--- src/rtl/gray_conv_arbiter.sv ---
// gray_conv_arbiter: a shared bit-serial Gray-to-binary converter with a two-port
// round-robin arbiter. One word is converted at a time, MSB first, one bit per cycle.
// The binary result and the source ID leave on a single valid/ready port.
module gray_conv_arbiter #(
    parameter int WIDTH = 4
) (
    input  logic             clk,
    input  logic             rst_n,
    input  logic             req0_valid,
    input  logic [WIDTH-1:0] req0_gray,
    output logic             req0_ready,
    input  logic             req1_valid,
    input  logic [WIDTH-1:0] req1_gray,
    output logic             req1_ready,
    output logic             out_valid,
    input  logic             out_ready,
    output logic [WIDTH-1:0] out_bin,
    output logic             out_src,
    output logic             busy
);

    localparam int IW = $clog2(WIDTH);
    localparam logic [IW-1:0] IDX_TOP = IW'(WIDTH - 1);

    typedef enum logic [1:0] {
        IDLE = 2'd0,
        CONV = 2'd1,
        DONE = 2'd2
    } state_t;

    state_t          state;
    state_t          state_next;
    logic            ptr;
    logic [IW-1:0]   idx;
    logic [WIDTH-1:0] g_reg;

    logic            in_idle;
    logic            grant1;
    logic            accept;
    logic            g_bit;
    logic            upper_bit;
    logic            new_bit;

    // Grant selection: a lone requester wins, otherwise the priority pointer decides.
    // Ready is gated by rst_n so that nothing is acknowledged while reset is held.
    always_comb begin
        in_idle    = (state == IDLE) && rst_n;
        grant1     = req1_valid && (!req0_valid || ptr);
        req0_ready = in_idle && req0_valid && !grant1;
        req1_ready = in_idle && grant1;
        accept     = req0_ready || req1_ready;
        out_valid  = (state == DONE);
        busy       = (state != IDLE);
    end

    // Pick the Gray bit at idx and the already-converted bit just above it.
    always_comb begin
        g_bit     = 1'b0;
        upper_bit = 1'b0;
        for (int i = 0; i < WIDTH; i++) begin
            if (idx == IW'(i)) begin
                g_bit = g_reg[i];
            end
        end
        for (int i = 0; i < WIDTH - 1; i++) begin
            if (idx == IW'(i)) begin
                upper_bit = out_bin[i+1];
            end
        end
        new_bit = g_bit ^ upper_bit;
    end

    // State register.
    always_ff @(posedge clk or negedge rst_n) begin
        if (!rst_n) begin
            state <= IDLE;
        end else begin
            state <= state_next;
        end
    end

    // Next-state logic: accept in IDLE, walk the bits in CONV, wait for the consumer in DONE.
    always_comb begin
        state_next = state;
        case (state)
            IDLE: begin
                if (accept) begin
                    state_next = CONV;
                end
            end
            CONV: begin
                if (idx == '0) begin
                    state_next = DONE;
                end
            end
            DONE: begin
                if (out_ready) begin
                    state_next = IDLE;
                end
            end
            default: state_next = IDLE;
        endcase
    end

    // Datapath: latch the accepted word, build the result one bit per cycle,
    // and hand priority to the other requester once a result is taken.
    always_ff @(posedge clk or negedge rst_n) begin
        if (!rst_n) begin
            ptr     <= 1'b0;
            idx     <= IDX_TOP;
            g_reg   <= '0;
            out_bin <= '0;
            out_src <= 1'b0;
        end else begin
            case (state)
                IDLE: begin
                    if (accept) begin
                        g_reg   <= grant1 ? req1_gray : req0_gray;
                        out_src <= grant1;
                        out_bin <= '0;
                        idx     <= IDX_TOP;
                    end
                end
                CONV: begin
                    out_bin[idx] <= new_bit;
                    if (idx != '0) begin
                        idx <= idx - 1'b1;
                    end
                end
                DONE: begin
                    if (out_ready) begin
                        ptr <= ~out_src;
                    end
                end
                default: ;
            endcase
        end
    end

endmodule

--- config.mk ---
export PLATFORM = sky130hd
export DESIGN_NAME = gray_conv_arbiter
export DESIGN_NICKNAME = d
export VERILOG_FILES = /design/src/rtl/gray_conv_arbiter.sv
export SDC_FILE = /design/constraint.sdc
export NUM_CORES = 1
export LEC_CHECK = 0
export BUFFER_PORTS_ARGS = -buffer_cell sky130_fd_sc_hd__buf_2
export CAP_MARGIN = 10
export CORE_MARGIN = 3
export CORE_UTILIZATION = 44
export CTS_CLUSTER_DIAMETER = 120
export DETAILED_ROUTE_END_ITERATION = 8
export GPL_ROUTABILITY_DRIVEN = 0
export MAX_ROUTING_LAYER = met4
export PLACE_DENSITY = 0.72
export SLEW_MARGIN = 20
export SYNTH_ARGS = -nofsm -noshare
export SYNTH_HDL_FRONTEND = slang
export SYNTH_SLANG_ARGS = --single-unit
export TNS_END_PERCENT = 100
--- constraint.sdc ---
create_clock -name clk -period 2.1 [get_ports clk]
set_clock_uncertainty 0.2 [all_clocks]
set_input_delay 0.315 -clock clk [delete_from_list [all_inputs] [get_ports clk]]
set_output_delay 0.315 -clock clk [all_outputs]
set_load 0.005 [all_outputs]
==> impl_summary.txt, run 1 <==
----------------------------------------------------
[Clocking]
  Root Buffer ... sky130_fd_sc_hd__clkbuf_4
  Register clock-pin slew on the reported worst setup and hold paths ... 0.09 ns
  Maximum level of the CTS H-tree ... 1
  Number of sinks on the clock net ... 14
  Clk Latency, worst-skew pair ... 0.28 ns
  Inserted Clock Buffers ... 3
  Maximum clock insertion buffer count ... 2
  Clock tree from TritonCTS ... yes

[Routing]
  Remaining design rule violation count ... 0
  Number of iterations in the first detailed-routing pass ... 4
  Mean number of vias per cell ... 5.35
  Final wirelength ... 1700 um
  Total number of vias ... 685
  Routed WL per cell ... 13.3 um
  Starting DRC count in detailed routing ... 1
  Number of nets with antenna violations after routing ... 0

[Place]
  Number of placed instances, taps included ... 120
  Instance area at placement ... 947 um^2
  Number of buffers added on ports ... 21
  Placed wire-length estimate after detailed placement ... 1240 um

[Synth]
  Netlist cell types ... 30
  Yosys warning count ... 0
  Synthesized area ... 778 um^2
  Number of standard cells after synthesis ... 78
  Flop and latch count out of synthesis ... 14
  Post-synthesis sequential area ratio ... 45.3%
  Post-Syn Nets ... 95
  Average size of a mapped cell ... 9.98 um^2

[Critical path]
  Signal arrival time at the worst endpoint ... 2.08 ns
  Number of cells traversed by the worst register-to-register path ... 6
  Worst Path Required ... 2.09 ns
  Crit. Startpoint ... idx[1]
  Crit-path max cell delay ... 0.58 ns
  Crit. End Element ... register
  Reg-to-Reg Start ... idx[1]
  Critical path buffer and inverter count ... 1
  Worst setup path endpoint ... out_bin[3]
  Crit path max-delay cell type ... sky130_fd_sc_hd__dfstp_2
  Setup slack of the most critical reg-to-reg path ... 0.01 ns
  Largest fanout of any net on the critical path ... 4
  Kind of launch point of the worst setup path ... register
  Start-to-end type of the worst setup path ... register to register
  Cell breakdown of the critical path ... inv_2 > ha_4 > nand3b_1 > a211oi_2 > mux2_4 > a311oi_2
  Worst r2r dst ... out_bin[3]
  Family with the most delay on the worst path ... flip-flops
  CP Depth ... 6

[Layout]
  Filler-free cell count of the finished design ... 128
  Total inserted antenna cells ... 0
  Area growth from synthesis to final layout ... 36.5%
  Total number of nets in the final design ... 130
  Design Area, Final ... 0.00106 mm^2
  Layout cells sized above 1 ... 42.9%

[Timing]
  Pins over their slew limit ... 0
  RSZ-0062 raised after global routing ... true
  Count of final setup violators ... 0
  Number of hold violations in the final report ... 0
  Slew @ Worst Pin ... 0.539 ns
  Share of the clock period used by the worst path after layout ... 99.5%
  Highest Clock Rate ... 479 MHz
  Worst slew margin relative to its limit ... 63.8%
  Hold WS ... 0.0359 ns
  Minimum clock period after layout ... 2.09 ns

[GRT]
  Final global-route overflow total ... 0
  Total global routing track utilization ... 17.0%
  Number of global-route vias before repair ... 607
  Global-route wire length before repair ... 2640 um
  Largest net degree at the start of global routing ... 15
  Antenna violations before repair ... 0

[Floorplanning]
  Area of the die ... 0.00231 mm^2
  DIE WIDTH ... 48.1 um
  Count of boundary I/O pins ... 22
  Starting density of the core ... 49.4%
  Y dimension of the die ... 48.1 um
  Number of cell rows ... 14
  Core area ... 0.00158 mm^2

[Outcome]
  Result of the run ... completed

[Run]
  Number of maximum-capacitance violations ... 0

[Pwr]
  Leakage ... 0.525 nW
  Peak VDD IR ... 0.993 mV
  Power Density ... 1550 mW/mm^2

[Min path]
  Classification of the worst-slack hold path ... input pin to register

----------------------------------------------------
layout make-up:
cell class / instances / area, um^2
clock buffers: 4 / 36.3
fillers: 136 / 514
inverters: 4 / 15.0
multi-input cells: 59 / 455
flip-flops and latches: 14 / 353
well taps: 16 / 20.0
repair buffers: 31 / 183
layout by cell type (no fill, tap or decap), types with 3 or more instances in the layout:
master / synthesis / final
sky130_fd_sc_hd__dfrtp_1: 12 / 12
sky130_fd_sc_hd__buf_2: 0 / 21
sky130_fd_sc_hd__clkbuf_4: 0 / 3
sky130_fd_sc_hd__o21ai_1: 4 / 4
sky130_fd_sc_hd__nor2b_1: 5 / 5
sky130_fd_sc_hd__a21oi_1: 7 / 7
sky130_fd_sc_hd__buf_4: 0 / 9
sky130_fd_sc_hd__mux2i_1: 4 / 4
sky130_fd_sc_hd__o21ai_0: 4 / 4
sky130_fd_sc_hd__nand2_1: 6 / 6
per-layer routing:
layer  GRT usage (%)  wire [um]  vias to the layer above
li1                -          -                      350
met1            20.6        767                      318
met2            27.7        861                       15
met3            3.38         57                        2
met4            6.45         14                        0
met5               -          0                        -
per-stage QoR:
stage | util [%] | power, W | setup TNS [ns] | setup WS (ns)
floorplan | - | 0.00102 | 0 | 0.00751
global placement | 60.1 | 0.00125 | 0 | 0.0452
detailed placement | 60.1 | 0.00128 | 0 | 0.0157
CTS | 63.3 | 0.00149 | 0 | 0.0143
global route | 67.4 | 0.00179 | -0.0756 | -0.0756
finish | 67.4 | 0.00165 | 0 | 0.0109
power by group:
group	internal, W	leakage, nW	switching [W]
Clock	0.000105	0.0210	0.0000925
Sequential	0.000408	0.171	0.0000963
Combinational	0.000501	0.333	0.000448
Total	0.00102	0.525	0.000636
worst reg2reg max path, stage by stage, from the launching register on:
cell                       delay [ns]
sky130_fd_sc_hd__dfstp_2         0.58
sky130_fd_sc_hd__inv_2           0.06
sky130_fd_sc_hd__ha_4            0.16
sky130_fd_sc_hd__nand3b_1        0.16
sky130_fd_sc_hd__a211oi_2        0.28
sky130_fd_sc_hd__mux2_4          0.33
sky130_fd_sc_hd__a311oi_2        0.23
Yosys cell counts:
cell / number / area [um^2]
sky130_fd_sc_hd__a211oi_1: 1 / 7.51
sky130_fd_sc_hd__a211oi_2: 1 / 12.5
sky130_fd_sc_hd__a21o_1: 1 / 7.51
sky130_fd_sc_hd__a21oi_1: 7 / 35.0
sky130_fd_sc_hd__a311oi_1: 3 / 26.3
sky130_fd_sc_hd__a31oi_1: 2 / 12.5
sky130_fd_sc_hd__and2_1: 1 / 6.26
sky130_fd_sc_hd__and2b_1: 1 / 7.51
sky130_fd_sc_hd__clkbuf_1: 1 / 3.75
sky130_fd_sc_hd__dfrtp_1: 12 / 300
sky130_fd_sc_hd__dfstp_2: 2 / 52.6
sky130_fd_sc_hd__ha_1: 4 / 50.1
sky130_fd_sc_hd__inv_1: 3 / 11.3
sky130_fd_sc_hd__inv_2: 1 / 3.75
sky130_fd_sc_hd__mux2_1: 1 / 11.3
sky130_fd_sc_hd__mux2i_1: 4 / 40.0
sky130_fd_sc_hd__nand2_1: 6 / 22.5
sky130_fd_sc_hd__nand2b_1: 1 / 6.26
sky130_fd_sc_hd__nand3_1: 1 / 5.00
sky130_fd_sc_hd__nand3b_1: 2 / 15.0
sky130_fd_sc_hd__nor2b_1: 5 / 31.3
sky130_fd_sc_hd__nor3_1: 2 / 10.0
sky130_fd_sc_hd__nor3b_1: 2 / 15.0
sky130_fd_sc_hd__o21a_1: 1 / 7.51
sky130_fd_sc_hd__o21ai_0: 4 / 20.0
sky130_fd_sc_hd__o21ai_1: 4 / 20.0
sky130_fd_sc_hd__or2_1: 1 / 6.26
sky130_fd_sc_hd__or2_2: 1 / 6.26
sky130_fd_sc_hd__or2b_1: 1 / 7.51
sky130_fd_sc_hd__xnor2_1: 2 / 17.5
timing repair:
item                       in CTS  in global routing
gates resized for setup         1                  8
buffers inserted                0                  3
hold buffers                    1                  0
hold endpoints to repair       12                  0
pin swaps                       1                  4
setup endpoints to repair       2                  5
cell families after synthesis:
group | synth area share, %
DFF | 45.3
AOI/OAI and AO/OA | 19.1
muxes | 6.59
xor gates and xnor gates | 2.25
buffers and inverters | 2.41
and+or+nand+nor | 17.8
adders and majority gates | 6.43
how the worst min path moves through the flow:
stage | from | end | slack (ns) | cells after the start
3_3_place_gp | rst_n | out_bin[2] | 0.08 | 2
5_1_grt | out_ready | ptr | 0.02 | 2
4_1_cts | out_ready | ptr | 0.03 | 2
2_1_floorplan | rst_n | g_reg[0] | -0.18 | 0
3_5_place_dp | rst_n | out_bin[2] | 0.09 | 2
6_report | out_ready | ptr | 0.04 | 2
No activity file was read; power rests on OpenSTA's default activity.
==> run 2, diff against run 1 <==
--- a/config.mk
+++ b/config.mk
@@ -8,12 +8,14 @@
 export BUFFER_PORTS_ARGS = -buffer_cell sky130_fd_sc_hd__buf_2
 export CAP_MARGIN = 10
 export CORE_MARGIN = 3
-export CORE_UTILIZATION = 44
-export CTS_CLUSTER_DIAMETER = 120
+export CORE_UTILIZATION = 45
+export CTS_BUF_LIST = sky130_fd_sc_hd__clkbuf_2 sky130_fd_sc_hd__clkbuf_4 sky130_fd_sc_hd__clkbuf_8
+export CTS_CLUSTER_DIAMETER = 60
+export CTS_CLUSTER_SIZE = 30
 export DETAILED_ROUTE_END_ITERATION = 8
 export GPL_ROUTABILITY_DRIVEN = 0
 export MAX_ROUTING_LAYER = met4
-export PLACE_DENSITY = 0.72
+export PLACE_DENSITY = 0.73
 export SLEW_MARGIN = 20
 export SYNTH_ARGS = -nofsm -noshare
 export SYNTH_HDL_FRONTEND = slang
==> run 2 against run 1 <==
Compared with the run above: clock power shrank 14%; die area is 1.9% lower; final cell count decreased by 0.78%; global-route usage fell by 2.7 points; sequential share of layout area is the same; sequential power increased by 0.8%; non-clock buffer count down 1; power down 1.3%; worst hold slack improved by 0.0059 ns; wire length down 5.5%; clock-buffer cell count unchanged; critical path type unchanged; critical endpoint unchanged; highest routed layer is now met3.
==> impl_summary.txt, run 2 (same netlist as run 1, synthesis figures left out) <==
----------------------------------------------------
[Pwr]
  Clk network pwr share ... 10.4% (-1.6 points)
  Leakage ... 0.517 nW (-1.5%)
  Sequential group share of total power ... 31.2% (+0.6 points)
  Total internal power ... 0.000996 W (-1.9%)
  Proportion of total power due to net switching ... 38.9% (+0.40 points)
  Power Density ... 1540 mW/mm^2 (-1.3%)
  Peak VDD IR ... 0.834 mV (-16%)
  Reported net switching power ... 0.000635 W (-0.22%)
  Comb power frac ... 58.4% (+0.9 points)

[Floorplanning]
  Area of the die ... 0.00226 mm^2 (-1.9%)
  Y dimension of the die ... 47.6 um (-0.98%)
  Number of cell rows ... 14 (unchanged)
  Core area ... 0.00156 mm^2 (-1.1%)
  Count of boundary I/O pins ... 22 (unchanged)
  Starting density of the core ... 49.9% (+0.55 points)
  DIE WIDTH ... 47.6 um (-0.98%)

[GRT]
  Total global routing track utilization ... 14.3% (-2.7 points)
  Antenna violations before repair ... 0 (unchanged)
  Largest net degree at the start of global routing ... 15 (unchanged)
  Number of global-route vias before repair ... 556 (-8.4%)
  Final global-route overflow total ... 0 (unchanged)
  Global-route wire length before repair ... 2210 um (-16%)

[Routing]
  Number of iterations in the first detailed-routing pass ... 3 (-1)
  Total number of vias ... 664 (-3.1%)
  Number of nets with antenna violations after routing ... 0 (unchanged)
  Remaining design rule violation count ... 0 (unchanged)
  Routed WL per cell ... 12.7 um (-4.8%)
  Mean number of vias per cell ... 5.23 (-2.3%)
  Starting DRC count in detailed routing ... 1 (unchanged)
  Final wirelength ... 1610 um (-5.5%)

[Timing]
  Count of final setup violators ... 0 (unchanged)
  RSZ-0062 raised after global routing ... true
  Hold WS ... 0.0418 ns (+0.00586 ns)
  Slew @ Worst Pin ... 0.554 ns (+0.0148 ns)
  Number of hold violations in the final report ... 0 (unchanged)
  Pins over their slew limit ... 0 (unchanged)
  Share of the clock period used by the worst path after layout ... 96.4% (-3.1 points)
  Highest Clock Rate ... 494 MHz (+3.2%)
  Final worst-path setup slack ... 0.0759 ns (+0.0650 ns)
  Worst slew margin relative to its limit ... 62.8% (-1.0 points)
  Minimum clock period after layout ... 2.02 ns (-0.0650 ns)

[Layout]
  Area growth from synthesis to final layout ... 36.5% (unchanged)
  Post-layout util ... 68.1% (+0.76 points)
  Layout cells sized above 1 ... 44.1% (+1.3 points)
  Total number of nets in the final design ... 129 (-0.77%)
  Most common library cell in the layout ignoring fill and taps ... sky130_fd_sc_hd__buf_2
  Fill cells ... 128 (-5.9%)
  Most frequent cells in the layout ... 21 x sky130_fd_sc_hd__buf_2, 12 x sky130_fd_sc_hd__dfrtp_1, 8 x sky130_fd_sc_hd__buf_4, 6 x sky130_fd_sc_hd__nand2_1
  Total inserted antenna cells ... 0 (unchanged)

[Critical path]
  Family with the most delay on the worst path ... flip-flops
  Worst Path Required ... 2.09 ns (about the same)
  Largest fanout of any net on the critical path ... 4 (unchanged)
  Critical path buffer and inverter count ... 2 (+1)
  Crit path max-delay cell type ... sky130_fd_sc_hd__dfstp_2
  Start-to-end type of the worst setup path ... register to register
  Signal arrival time at the worst endpoint ... 2.02 ns (-0.06 ns)
  Kind of launch point of the worst setup path ... register
  Crit-path max cell delay ... 0.57 ns (about the same)
  Cell breakdown of the critical path ... inv_2 > ha_4 > buf_4 > nand3b_1 > and2_1 > mux2_4 > a311oi_2
  Crit. End Element ... register

[Run]
  Number of maximum-capacitance violations ... 0 (unchanged)

[Clocking]
  Inserted Clock Buffers ... 3 (unchanged)
  Maximum level of the CTS H-tree ... 1 (unchanged)
  Clock tree from TritonCTS ... yes
  Register clock-pin slew on the reported worst setup and hold paths ... 0.09 ns (about the same)
  Maximum clock insertion buffer count ... 2 (unchanged)
  Root Buffer ... sky130_fd_sc_hd__clkbuf_4
  Clk Latency, worst-skew pair ... 0.28 ns (about the same)
  Number of sinks on the clock net ... 14 (unchanged)

[Place]
  Number of buffers added on ports ... 21 (unchanged)
  Placement Setup Slack ... 0.0152 ns (-0.000452 ns)
  Placed wire-length estimate after detailed placement ... 1190 um (-3.5%)

[Min path]
  Classification of the worst-slack hold path ... input pin to register

[Outcome]
  Result of the run ... completed

----------------------------------------------------
-- run 2: changes by cell type in the layout (fill, tap and decap cells not counted) --
| cell | previous run | this run |
|---|---|---|
| sky130_fd_sc_hd__clkbuf_4 | 3 | 4 |
| sky130_fd_sc_hd__clkbuf_8 | 1 | 0 |
| sky130_fd_sc_hd__a311oi_1 | 1 | 2 |
| sky130_fd_sc_hd__a311oi_2 | 2 | 1 |
| sky130_fd_sc_hd__buf_4 | 9 | 8 |
| sky130_fd_sc_hd__ha_1 | 2 | 1 |
| sky130_fd_sc_hd__ha_4 | 1 | 2 |
| sky130_fd_sc_hd__a21oi_2 | 0 | 2 |
| sky130_fd_sc_hd__a21oi_1 | 7 | 5 |
-- run 2: power groups by stage --
stage / Sequential (W) / Clock, W / Combinational (W)
floorplan: 0.000491 / 0 / 0.000524
global placement: 0.000503 / 0 / 0.000748
detailed placement: 0.000507 / 0 / 0.000765
CTS: 0.000502 / 0.000175 / 0.000768
global route: 0.000530 / 0.000182 / 0.00105
finish: 0.000509 / 0.000170 / 0.000952
-- run 2: layout make-up --
cell class | instances | area, um^2 | area share, %
Timing Repair Buffer | 30 | 175 | 16.5
Multi-Input combinational cell | 59 | 469 | 44.2
Inverter | 4 | 15.0 | 1.41
Sequential cell | 14 | 353 | 33.2
Clock buffer | 4 | 30.0 | 2.83
Tap cell | 16 | 20.0 | 1.88
-- run 2: worst register-to-register path, stage by stage, from the launching register on --
cell	delay, ns
sky130_fd_sc_hd__dfstp_2	0.57
sky130_fd_sc_hd__inv_2	0.06
sky130_fd_sc_hd__ha_4	0.16
sky130_fd_sc_hd__buf_4	0.14
sky130_fd_sc_hd__nand3b_1	0.18
sky130_fd_sc_hd__and2_1	0.17
sky130_fd_sc_hd__mux2_4	0.27
sky130_fd_sc_hd__a311oi_2	0.19
-- run 2: path summary, 6_finish.rpt --
check                      cells after the start          to       from  slack, ns
min reg2reg                                    1         ptr    out_src       0.27
max                                            7  out_bin[3]     idx[1]       0.08
max in group asynchronous                      3      idx[0]      rst_n       1.14
min in group asynchronous                      3    state[1]      rst_n       0.31
min                                            2    state[1]  out_ready       0.04
max reg2reg                                    7  out_bin[3]     idx[1]       0.08
-- run 2: timing repair --
item / 4_1_cts / 5_1_grt
gates resized for setup: 0 / 12
hold buffers: 1 / 0
setup endpoints to repair: 0 / 5
endpoints found under the hold margin: 14 / 0
setup buffers: 0 / 2
-- run 2: metal layers --
layer	up-vias	wire length [um]	part of all wire (%)	track usage (%)
met5	-	0	0	-
met2	17	796	50	24.1
li1	347	-	-	-
met4	0	0	0	1.61
met3	0	86	5.3	5.64
met1	300	725	45	16.7
-- run 2: through the flow --
step                      power [W]  TNS (ns)  area [um^2]  cells
after global routing        0.00176   -0.0635         1060    127
after detailed placement    0.00127         0          947    120
after CTS                   0.00144         0          987    125
after floorplan             0.00102         0          781     78
after global placement      0.00125         0          947    120
final                       0.00163         0         1060    127
==> run 3, diff against run 2 <==
--- a/config.mk
+++ b/config.mk
@@ -14,6 +14,7 @@
 export CTS_CLUSTER_SIZE = 30
 export DETAILED_ROUTE_END_ITERATION = 8
 export GPL_ROUTABILITY_DRIVEN = 0
+export HOLD_SLACK_MARGIN = 0.08
 export MAX_ROUTING_LAYER = met4
 export PLACE_DENSITY = 0.73
 export SLEW_MARGIN = 20
==> run 3 against run 2 <==
Compared with the run above: global-route usage up 0.24 points; clock-buffer cell count unchanged; clock power about the same; final cell count up 0.79%; core utilization up 0.64 points; via count up 2.0%; cell area up 0.94%; die area unchanged; critical path type unchanged; largest cell class unchanged; largest power group unchanged; highest routed layer unchanged.
==> impl_summary.txt, run 3 (same netlist as run 1, synthesis figures left out) <==
----------------------------------------------------
[Pwr]
  Peak VDD IR ... 0.842 mV (+0.92%)
  Leakage ... 0.521 nW (+0.81%)
  Power Density ... 1520 mW/mm^2 (-0.98%)

[Place]
  Instance area at placement ... 947 um^2 (unchanged)
  Number of buffers added on ports ... 21 (unchanged)
  Number of placed instances, taps included ... 120 (unchanged)
  Placed wire-length estimate after detailed placement ... 1190 um (unchanged)

[Layout]
  Area taken by multi-input logic gates ... 469 um^2 (unchanged)
  Area growth from synthesis to final layout ... 37.8%
  Most common library cell in the layout ignoring fill and taps ... sky130_fd_sc_hd__buf_2
  Total inserted antenna cells ... 0 (unchanged)
  Total number of nets in the final design ... 130 (+0.78%)
  Filler-free cell count of the finished design ... 128 (+0.79%)
  Most frequent cells in the layout ... 21 x sky130_fd_sc_hd__buf_2, 12 x sky130_fd_sc_hd__dfrtp_1, 8 x sky130_fd_sc_hd__buf_4, 6 x sky130_fd_sc_hd__nand2_1
  Layout cells sized above 1 ... 43.8% (-0.39 points)
  Design Area, Final ... 0.00107 mm^2 (+0.94%)
  Fill cells ... 126 (-1.6%)
  Flip-flop and latch area ... 353 um^2 (unchanged)

[Critical path]
  Worst Path Required ... 2.09 ns (about the same)
  Start-to-end type of the worst setup path ... register to register
  Number of cells traversed by the worst register-to-register path ... 7 (unchanged)
  CP Depth ... 7 (unchanged)
  Critical path buffer and inverter count ... 2 (unchanged)
  Crit. Startpoint ... idx[1]
  Signal arrival time at the worst endpoint ... 2.02 ns (about the same)
  Crit. End Element ... register
  Family with the most delay on the worst path ... flip-flops
  Cell breakdown of the critical path ... inv_2 > ha_4 > buf_4 > nand3b_1 > and2_1 > mux2_4 > a311oi_2
  Crit-path max cell delay ... 0.57 ns (about the same)
  Worst r2r dst ... out_bin[3]
  Crit path max-delay cell type ... sky130_fd_sc_hd__dfstp_2
  Reg-to-Reg Start ... idx[1]
  Largest fanout of any net on the critical path ... 4 (unchanged)
  Setup slack of the most critical reg-to-reg path ... 0.07 ns (about the same)
  Worst setup path endpoint ... out_bin[3]
  Kind of launch point of the worst setup path ... register

[Timing]
  Slew @ Worst Pin ... 0.533 ns (-0.0208 ns)
  Share of the clock period used by the worst path after layout ... 96.5% (+0.16 points)
  Count of final setup violators ... 0 (unchanged)
  RSZ-0062 raised after global routing ... true
  Highest Clock Rate ... 493 MHz (-0.17%)
  Pins over their slew limit ... 0 (unchanged)
  Worst slew margin relative to its limit ... 64.2% (+1.4 points)
  Minimum clock period after layout ... 2.03 ns (+0.00345 ns)
  Number of hold violations in the final report ... 0 (unchanged)

[Floorplanning]
  Starting density of the core ... 49.9% (unchanged)
  Area of the die ... 0.00226 mm^2 (unchanged)
  Core area ... 0.00156 mm^2 (unchanged)
  Number of cell rows ... 14 (unchanged)
  Y dimension of the die ... 47.6 um (unchanged)
  DIE WIDTH ... 47.6 um (unchanged)
  Count of boundary I/O pins ... 22 (unchanged)

[Clocking]
  Number of sinks on the clock net ... 14 (unchanged)
  Inserted Clock Buffers ... 3 (unchanged)
  Register clock-pin slew on the reported worst setup and hold paths ... 0.08 ns (about the same)
  Clk Latency, worst-skew pair ... 0.28 ns (about the same)
  Clock tree from TritonCTS ... yes
  Root Buffer ... sky130_fd_sc_hd__clkbuf_4
  Maximum clock insertion buffer count ... 2 (unchanged)
  Maximum level of the CTS H-tree ... 1 (unchanged)

[Routing]
  Routed WL per cell ... 12.6 um (-0.10%)
  Mean number of vias per cell ... 5.29 (+1.2%)
  Total number of vias ... 677 (+2.0%)
  Number of iterations in the first detailed-routing pass ... 3 (unchanged)
  Number of nets with antenna violations after routing ... 0 (unchanged)
  Remaining design rule violation count ... 0 (unchanged)
  Starting DRC count in detailed routing ... 2 (+1)
  Final wirelength ... 1620 um (+0.68%)

[GRT]
  Final global-route overflow total ... 0 (unchanged)
  Global-route wire length before repair ... 2250 um (+1.9%)
  Largest net degree at the start of global routing ... 15 (unchanged)
  Number of global-route vias before repair ... 562 (+1.1%)
  Antenna violations before repair ... 0 (unchanged)
  Total global routing track utilization ... 14.5% (+0.24 points)

[Min path]
  Classification of the worst-slack hold path ... input pin to register

[Run]
  Number of maximum-capacitance violations ... 0 (unchanged)

[Outcome]
  Result of the run ... completed

----------------------------------------------------
[run 3: changes by cell type in the layout (fill, tap and decap cells not counted)]
cell                            delta
sky130_fd_sc_hd__dlygate4sd3_1     +1
[run 3: final cells by class]
class | count | share of cell area [%]
Inverter | 4 | 1.40
Sequential cell | 14 | 32.9
Timing Repair Buffer | 31 | 17.3
Multi-Input combinational cell | 59 | 43.8
Clock buffer | 4 | 2.80
Tap cell | 16 | 1.87
[run 3: worst min-delay path by stage]
stage                      start        to  slack (ns)  depth (start not counted)
finish              req1_gray[1]  g_reg[1]        0.13                          3
global route        req1_gray[1]  g_reg[1]        0.13                          3
CTS                 req1_gray[1]  g_reg[1]        0.12                          3
detailed placement         rst_n  state[1]        0.07                          2
global placement           rst_n  state[1]        0.07                          2
floorplan                  rst_n  g_reg[0]       -0.18                          0
[run 3: power breakdown]
group / switching, W / leakage [nW] / internal, W / total, W
combinational: 0.000451 / 0.331 / 0.000502 / 0.000953
sequential: 0.000101 / 0.171 / 0.000409 / 0.000510
clock: 0.0000809 / 0.0184 / 0.0000865 / 0.000167
total: 0.000633 / 0.521 / 0.000997 / 0.00163
[run 3: tightest hold or removal path, delay by kind of cell]
kind                   cells  cell delay [ns]
muxes                      1             0.05
AOI/OAI and AO/OA          1             0.12
buffers and inverters      1             0.07
[run 3: stage by stage]
stage / setup WS, ns / hold WS (ns) / total power (W) / TNS [ns] / utilization, %
2_1_floorplan: 0.00751 / -0.181 / 0.00102 / 0 / -
3_3_place_gp: 0.0465 / 0.0703 / 0.00125 / 0 / 60.8
3_5_place_dp: 0.0152 / 0.0711 / 0.00127 / 0 / 60.8
4_1_cts: 0.00515 / 0.120 / 0.00145 / 0 / 64.0
5_1_grt: -0.0363 / 0.134 / 0.00176 / -0.0648 / 68.8
6_report: 0.0725 / 0.126 / 0.00163 / 0 / 68.8
[run 3: repair_timing]
action,in CTS,in global routing
hold buffers,2,0
setup endpoints to repair,0,5
resized for setup,0,12
hold endpoints to repair,16,0
buffers inserted,0,2
[run 3: routing by layer]
metal	GRT usage [%]	up-vias	share of wire [%]	wire length, um
li1	-	348	-	-
met1	16.9	312	44	716
met2	24.6	17	50	817
met3	5.64	0	5.3	85
met4	1.61	0	0	0
met5	-	-	0	0
